===== src/rtl/rom_player_if.sv =====
// Handshake/bus bundle for rom_player: read/playback controls in, output slot and status out.
interface rom_player_if #(
    parameter int WIDTH = 8,
    parameter int AW    = 4
);
    logic             rd_en;
    logic [AW-1:0]    rd_addr;
    logic             start;
    logic             loop;
    logic             stop;
    logic             out_ready;
    logic             out_valid;
    logic [WIDTH-1:0] out_data;
    logic [AW-1:0]    out_addr;
    logic             out_last;
    logic             busy;
    logic             done;

    modport master (
        output rd_en, rd_addr, start, loop, stop, out_ready,
        input  out_valid, out_data, out_addr, out_last, busy, done
    );

    modport slave (
        input  rd_en, rd_addr, start, loop, stop, out_ready,
        output out_valid, out_data, out_addr, out_last, busy, done
    );
endinterface


===== src/rtl/rom_player.sv =====
// Computed ROM (entry i = i ^ MASK) with random reads and sequential/looping playback
// into a single-entry valid/ready output slot.
module rom_player #(
    parameter int               WIDTH = 8,
    parameter int               DEPTH = 16,
    parameter int               AW    = 4,
    parameter logic [WIDTH-1:0] MASK  = '0
) (
    input logic        CLK,
    input logic        RESET,
    rom_player_if.slave bus
);
    typedef enum logic {IDLE, PLAY} state_e;

    state_e           state_q;
    logic [AW-1:0]    ptr_q;
    logic             loop_q;
    logic             out_valid_q;
    logic [WIDTH-1:0] out_data_q;
    logic [AW-1:0]    out_addr_q;
    logic             out_last_q;
    logic             done_q;

    logic free;
    logic ptr_at_end;

    // Addresses past the end read as zero; the mask only applies to real entries.
    function automatic logic [WIDTH-1:0] rom_word(input logic [AW-1:0] a);
        if (int'(a) >= DEPTH) return '0;
        return WIDTH'(32'(a)) ^ MASK;
    endfunction

    assign free       = !out_valid_q || bus.out_ready;
    assign ptr_at_end = (ptr_q == AW'(DEPTH - 1));

    always_ff @(posedge CLK) begin
        if (RESET) begin
            state_q     <= IDLE;
            ptr_q       <= '0;
            loop_q      <= 1'b0;
            out_valid_q <= 1'b0;
            out_data_q  <= '0;
            out_addr_q  <= '0;
            out_last_q  <= 1'b0;
            done_q      <= 1'b0;
        end else begin
            done_q <= out_valid_q && bus.out_ready && out_last_q;
            // A load below overrides this drain of a free slot.
            if (free) out_valid_q <= 1'b0;
            case (state_q)
                IDLE: begin
                    if (bus.start) begin
                        state_q <= PLAY;
                        ptr_q   <= '0;
                        loop_q  <= bus.loop;
                    end else if (bus.rd_en && free) begin
                        out_valid_q <= 1'b1;
                        out_data_q  <= rom_word(bus.rd_addr);
                        out_addr_q  <= bus.rd_addr;
                        out_last_q  <= 1'b0;
                    end
                end
                PLAY: begin
                    if (bus.stop) begin
                        state_q <= IDLE;
                    end else if (free) begin
                        out_valid_q <= 1'b1;
                        out_data_q  <= rom_word(ptr_q);
                        out_addr_q  <= ptr_q;
                        if (ptr_at_end) begin
                            ptr_q      <= '0;
                            out_last_q <= !loop_q;
                            if (!loop_q) state_q <= IDLE;
                        end else begin
                            ptr_q      <= ptr_q + AW'(1);
                            out_last_q <= 1'b0;
                        end
                    end
                end
                default: state_q <= IDLE;
            endcase
        end
    end

    assign bus.out_valid = out_valid_q;
    assign bus.out_data  = out_data_q;
    assign bus.out_addr  = out_addr_q;
    assign bus.out_last  = out_last_q;
    assign bus.busy      = (state_q == PLAY);
    assign bus.done      = done_q;
endmodule


===== src/flat_wrapper.sv =====
// flat-port wrapper written by rule: the top's interface ports become plain ports
module rom_player_flat 
#(
    parameter int               WIDTH = 8,
    parameter int               DEPTH = 16,
    parameter int               AW    = 4,
    parameter logic [WIDTH-1:0] MASK  = '0
)
  (CLK, RESET, bus_rd_en, bus_rd_addr, bus_start, bus_loop, bus_stop, bus_out_ready, bus_out_valid, bus_out_data, bus_out_addr, bus_out_last, bus_busy, bus_done);
  rom_player_if #(.WIDTH(WIDTH), .AW(AW)) bus_i ();
  input logic CLK;
  input logic RESET;
  input wire logic [$bits(bus_i.rd_en)-1:0] bus_rd_en;
  input wire logic [$bits(bus_i.rd_addr)-1:0] bus_rd_addr;
  input wire logic [$bits(bus_i.start)-1:0] bus_start;
  input wire logic [$bits(bus_i.loop)-1:0] bus_loop;
  input wire logic [$bits(bus_i.stop)-1:0] bus_stop;
  input wire logic [$bits(bus_i.out_ready)-1:0] bus_out_ready;
  output wire logic [$bits(bus_i.out_valid)-1:0] bus_out_valid;
  output wire logic [$bits(bus_i.out_data)-1:0] bus_out_data;
  output wire logic [$bits(bus_i.out_addr)-1:0] bus_out_addr;
  output wire logic [$bits(bus_i.out_last)-1:0] bus_out_last;
  output wire logic [$bits(bus_i.busy)-1:0] bus_busy;
  output wire logic [$bits(bus_i.done)-1:0] bus_done;
  assign bus_i.rd_en = bus_rd_en;
  assign bus_i.rd_addr = bus_rd_addr;
  assign bus_i.start = bus_start;
  assign bus_i.loop = bus_loop;
  assign bus_i.stop = bus_stop;
  assign bus_i.out_ready = bus_out_ready;
  assign bus_out_valid = bus_i.out_valid;
  assign bus_out_data = bus_i.out_data;
  assign bus_out_addr = bus_i.out_addr;
  assign bus_out_last = bus_i.out_last;
  assign bus_busy = bus_i.busy;
  assign bus_done = bus_i.done;
  rom_player #(.WIDTH(WIDTH), .DEPTH(DEPTH), .AW(AW), .MASK(MASK)) u_core (.CLK(CLK), .RESET(RESET), .bus(bus_i));
endmodule

===== config.mk =====
export PLATFORM = sky130hd
export DESIGN_NAME = rom_player_flat
export DESIGN_NICKNAME = d
export VERILOG_FILES = /design/src/rtl/rom_player_if.sv /design/src/rtl/rom_player.sv /design/src/flat_wrapper.sv
export SDC_FILE = /design/constraint.sdc
export NUM_CORES = 1
export LEC_CHECK = 0
export ABC_AREA = 1
export CORE_MARGIN = 2
export CORE_UTILIZATION = 48
export CTS_BUF_LIST = sky130_fd_sc_hd__clkbuf_8
export CTS_CLUSTER_DIAMETER = 120
export CTS_CLUSTER_SIZE = 20
export DETAILED_ROUTE_END_ITERATION = 6
export HOLD_SLACK_MARGIN = 0.05
export PLACE_DENSITY = 0.9
export REMOVE_ABC_BUFFERS = 1
export SLEW_MARGIN = 15
export SYNTH_ARGS = -nofsm -noshare
export SYNTH_HDL_FRONTEND = slang
export SYNTH_SLANG_ARGS = --single-unit

===== constraint.sdc =====
create_clock -name CLK -period 2.2 [get_ports CLK]
set_input_delay 0.22 -clock CLK [delete_from_list [all_inputs] [get_ports CLK]]
set_output_delay 0.22 -clock CLK [all_outputs]
set_load 0.05 [all_outputs]

# == Word level (Yosys, flattened, before mapping) ==
# Cells that the tools add are included.
# totals
in_bits,11
output_inout_bits,16
ff_bits,21
elab_cells,58
# op_classes
n_reduce_logical,9
eq_ne,6
bitwise_logic,1
add_sub_neg,1
mux,33
# op_table
operator,n
4-bit 2-to-1 mux,8
8-bit 2-to-1 mux,4
4-bit one-hot mux with 2 select lines,2
8-bit one-hot mux with 2 select lines,1
1-bit 2-to-1 mux,15
"2-bit != test, second input constant",4
1-bit one-hot mux with 2 select lines,3
"4-bit by 1-bit adder with 4-bit output, second input constant",1
"4-bit == test, second input constant",1
4-bit AND reduction,1
1-bit logical AND,3
3-bit AND reduction,1
1-bit zero test,2
"2-bit by 1-bit != test with 1-bit output, second input constant",1
2-bit AND reduction,1
1-bit logical OR,1
1-bit NOT,1

# == Depth between registers and ports, before layout ==
# logic_depth
word_depth,6
mapped_depth,7
mapped_depth_nobuf,7

# == Worst setup path after synthesis ==
# Ideal clock, no wire load.
# synth_timing
kind,register to register
startpoint,"reg u_core.state_q, in the netlist u_core.bus.busy"
endpoint,"reg u_core.out_data_q[0], in the netlist u_core.bus.out_data[0]"
path_stages_with_launch,8
setup_ns,0.114
synth_period_minus_slack_ns,1.493
slack_ns,0.707
t_arrival_ns,1.379
path_cell_list,dfxtp_1 > inv_2 > nor2_8 > nand2_4 > nand2_4 > nand2_1 > nand2_1 > nor2_1
# synth_via
elab_chain_cells,3
# synth_lines
item,line,text
from (decl),rom_player.sv:15,state_e state_q;
from (signal assigned),rom_player.sv:38,state_q <= IDLE;
from (signal assigned),rom_player.sv:53,state_q <= PLAY;
from (signal assigned),rom_player.sv:65,state_q <= IDLE;
1-bit NOT,rom_player.sv:50,case (state_q)
2-bit by 1-bit != test with 1-bit output (no line) or 2-bit != test (tied branches),--,
4-bit AND reduction (no line),--,
to (signal assigned),rom_player.sv:58,out_data_q <= rom_word(bus.rd_addr);
to (signal assigned),rom_player.sv:68,out_data_q <= rom_word(ptr_q);
to (decl),rom_player.sv:19,logic [WIDTH-1:0] out_data_q;
# Parallel ways exist; a longest one is shown, timed or not.
# A chain may end at the register's enable or synchronous reset.

# == Final worst setup path ==
# layout_timing
startpoint,"reg u_core.state_q, in the netlist u_core.bus.busy"
endpoint,out bus_busy
# layout_lines
item,line,text
to (decl),flat_wrapper.sv:23,output wire logic [$bits(bus_i.busy)-1:0] bus_busy;
# No word-level cell between the ends.

==> results.toml <==
[run_status]
status = "finished, final reports clean"

[pwr]
swShare = 0.3462
peakVddDrop_uv = 523.4
cellPowerDensity_nw_per_um2 = 709.6
p_seq_frac = 0.389
clkPwrFrac = 0.314
combPwrFrac = 0.297
p_int_uw = 439.4
leakagePower_uw = 0.0004046
finalPower_uw = 672.1
p_sw_uw = 232.7

[synth]
ys_seq_elements = 13
synthDistinctLibCells = 19
muxShareOfSynthArea = 0
synth_area_um2 = 711.9
synth_simple_gate_area_frac = 0.3673
synth-compound-area-share = 0.1125
synth_top_family_by_area = "simple AND/OR/NAND/NOR gates"
syn_inst = 101
yosys.area_share.xor_xnor = 0
yosys.area_share.adder = 0.01757
avgSynthCellArea_um2 = 7.049
yosysSeqAreaShare = 0.3656
yosys_warnings = 0

[grt]
antenna_found_initial = 0
grt_pass1_vias = 656
overflow = 0
grt_first_pass_wirelength_um = 2808
grt_use_total = 0.2121
grt_max_degree = 11

[sta]
period_needed_ns = 1.790
setup_viol = 0
period_share = 0.8137
rsz0062_at_grt = "no"
finClkSkew_ns = 0.0009189
slew_headroom = 0.6663
setup_tns_ns = 0
slew_violations = 0
hold_viol = 0
max_freq_mhz = 558.6
tightest_slew_ns = 0.4990

[detailed_routing]
drtPass1Iterations = 4
wl_per_cell_um = 11.79
viasPerCell = 5.022
drt_wl_total_um = 1615
via_count = 688
antenna_left = 0
drc = 0
drt_iter0_markers = 17

[cts]
root_buffer = "clkbuf_8"
hold_buffers = 0
htree_levels = 1
clk_pin_slew_worst_paths_ns = 0.05
cts_buffers = 3
clkLatencyLatePin_ns = 0.24
cts_buffer_depth = 2
cts_tree = "yes"
clock-sinks = 13
ctsResizeCount = 0
cts_setup_buffers = 0

[floorplan]
rows = 13
die_area_um2 = 1807
initial_core_util = 0.5273
die_h_um = 42.51
fp.dieW_um = 42.51
core-area_um2 = 1350
io_pins = 27

[final_layout]
drive_gt1_frac = 0.09016
final_common_cell = "nand2_1"
antenna_cells = 0
fin_nets = 135
final_cell_mix = "27 x nand2_1, 22 x clkdlybuf4s50_1, 13 x nor2_1, 13 x dfxtp_1, 10 x nand3_1"
syn_to_final_growth_pct = 33.04
fillers = 104

[worst_setup_path]
crit_path_start_kind = "register"
crit_chain = "clkdlybuf4s50_1"
worstPathMaxFanout = 7
critical_path_buf_inv_count = 1
cp_slowest_cell = "clkdlybuf4s50_1"
r2r_start = "u_core.ptr_q[1]"
worstPathRequired_ns = 1.98
slowest_delay_ns = 0.86
end_kind = "output pin"
path_delay_family = "buffers and inverters"
worstPathArrival_ns = 1.57
critical_path_class = "register to output pin"
worstSetupStartpoint = "u_core.bus.busy"

[placed_design]
gp_congestion = 0.8557
dp.final_hpwl_um = 1175
numPortBuffers = 22

[run]
drv_cap = 0

[worst_hold_path]
min_path_type = "register to register"
state kept, by name (all words and copies together), names as in the netlist, named ones only:
name,flops
u_core.bus.out_last,1
u_core.ptr_q,4
u_core.loop_q,1
u_core.bus.busy,1
u_core.bus.done,1
u_core.bus.out_data,4
cell families (layout without fill, tap and decap cells):
logic type	after synthesis	after routing
compound gates	13	13
buf+inv	17	35
flops	13	13
simple gates	56	56
fa+ha+maj	1	1
other cells	1	4
cell usage after synthesis:
master / count / share of area
nand3_1: 10 / 0.070
o21a_1: 2 / 0.021
o21ai_0: 2 / 0.014
a21boi_0: 1 / 0.011
nand4_1: 1 / 0.0088
inv_1: 8 / 0.042
nand2_4: 2 / 0.032
dfxtp_1: 13 / 0.37
a21oi_2: 1 / 0.012
ha_1: 1 / 0.018
nor2_1: 13 / 0.069
nand2_1: 27 / 0.14
a21oi_1: 6 / 0.042
conb_1: 1 / 0.0053
nor2_2: 2 / 0.018
inv_2: 1 / 0.0053
buf_4: 8 / 0.084
o21ai_2: 1 / 0.012
nor2_8: 1 / 0.028
routing by layer:
layer | routed length [um] | vias up | global-route usage
met4 | 50 | 0 | 0.1313
li1 | - | 350 | -
met5 | 0 | - | 0
met2 | 789 | 27 | 0.3385
met1 | 699 | 304 | 0.2500
met3 | 76 | 7 | 0.05603
metrics by stage:
step	util	std cells	hold slack, ns	setup slack, ns	area [um^2]
after floorplan	-	96	0.2824	0.7044	663.1
after global placement	0.6682	133	0.4588	0.7114	902.1
after detailed placement	0.6682	133	0.4676	0.6830	902.1
after CTS	0.7016	137	0.4754	0.4163	947.2
after global routing	0.7016	137	0.5170	0.3773	947.2
final	0.7016	137	0.4694	0.4099	947.2
worst paths after layout:
kind         cells past startpoint             endpoint  slack [ns]
max                              1             bus_busy        0.41
max reg2reg                      7  u_core.bus.out_last        0.86
min                              2      u_core.bus.done        0.47
min reg2reg                      2      u_core.bus.done        0.47
cell type report:
type,instances,area [um^2],area share
Multi-Input combinational cell,74,369.1,0.3897
Clock inverter,1,3.754,0.003963
Tap cell,15,18.77,0.01982
Timing Repair Buffer,22,220.2,0.2325
Clock buffer,3,41.29,0.04359
Sequential cell,13,260.3,0.2748
Inverter,9,33.78,0.03567
power by group through the flow:
stage / registers, uW / clock network, uW / logic [uW]
final: 262 / 211 / 200
after detailed placement: 267 / 0 / 197
after global routing: 264 / 231 / 211
after CTS: 262 / 214 / 200
after floorplan: 331 / 0 / 65.0
after global placement: 266 / 0 / 194
Power figures use the tool's default switching activity.
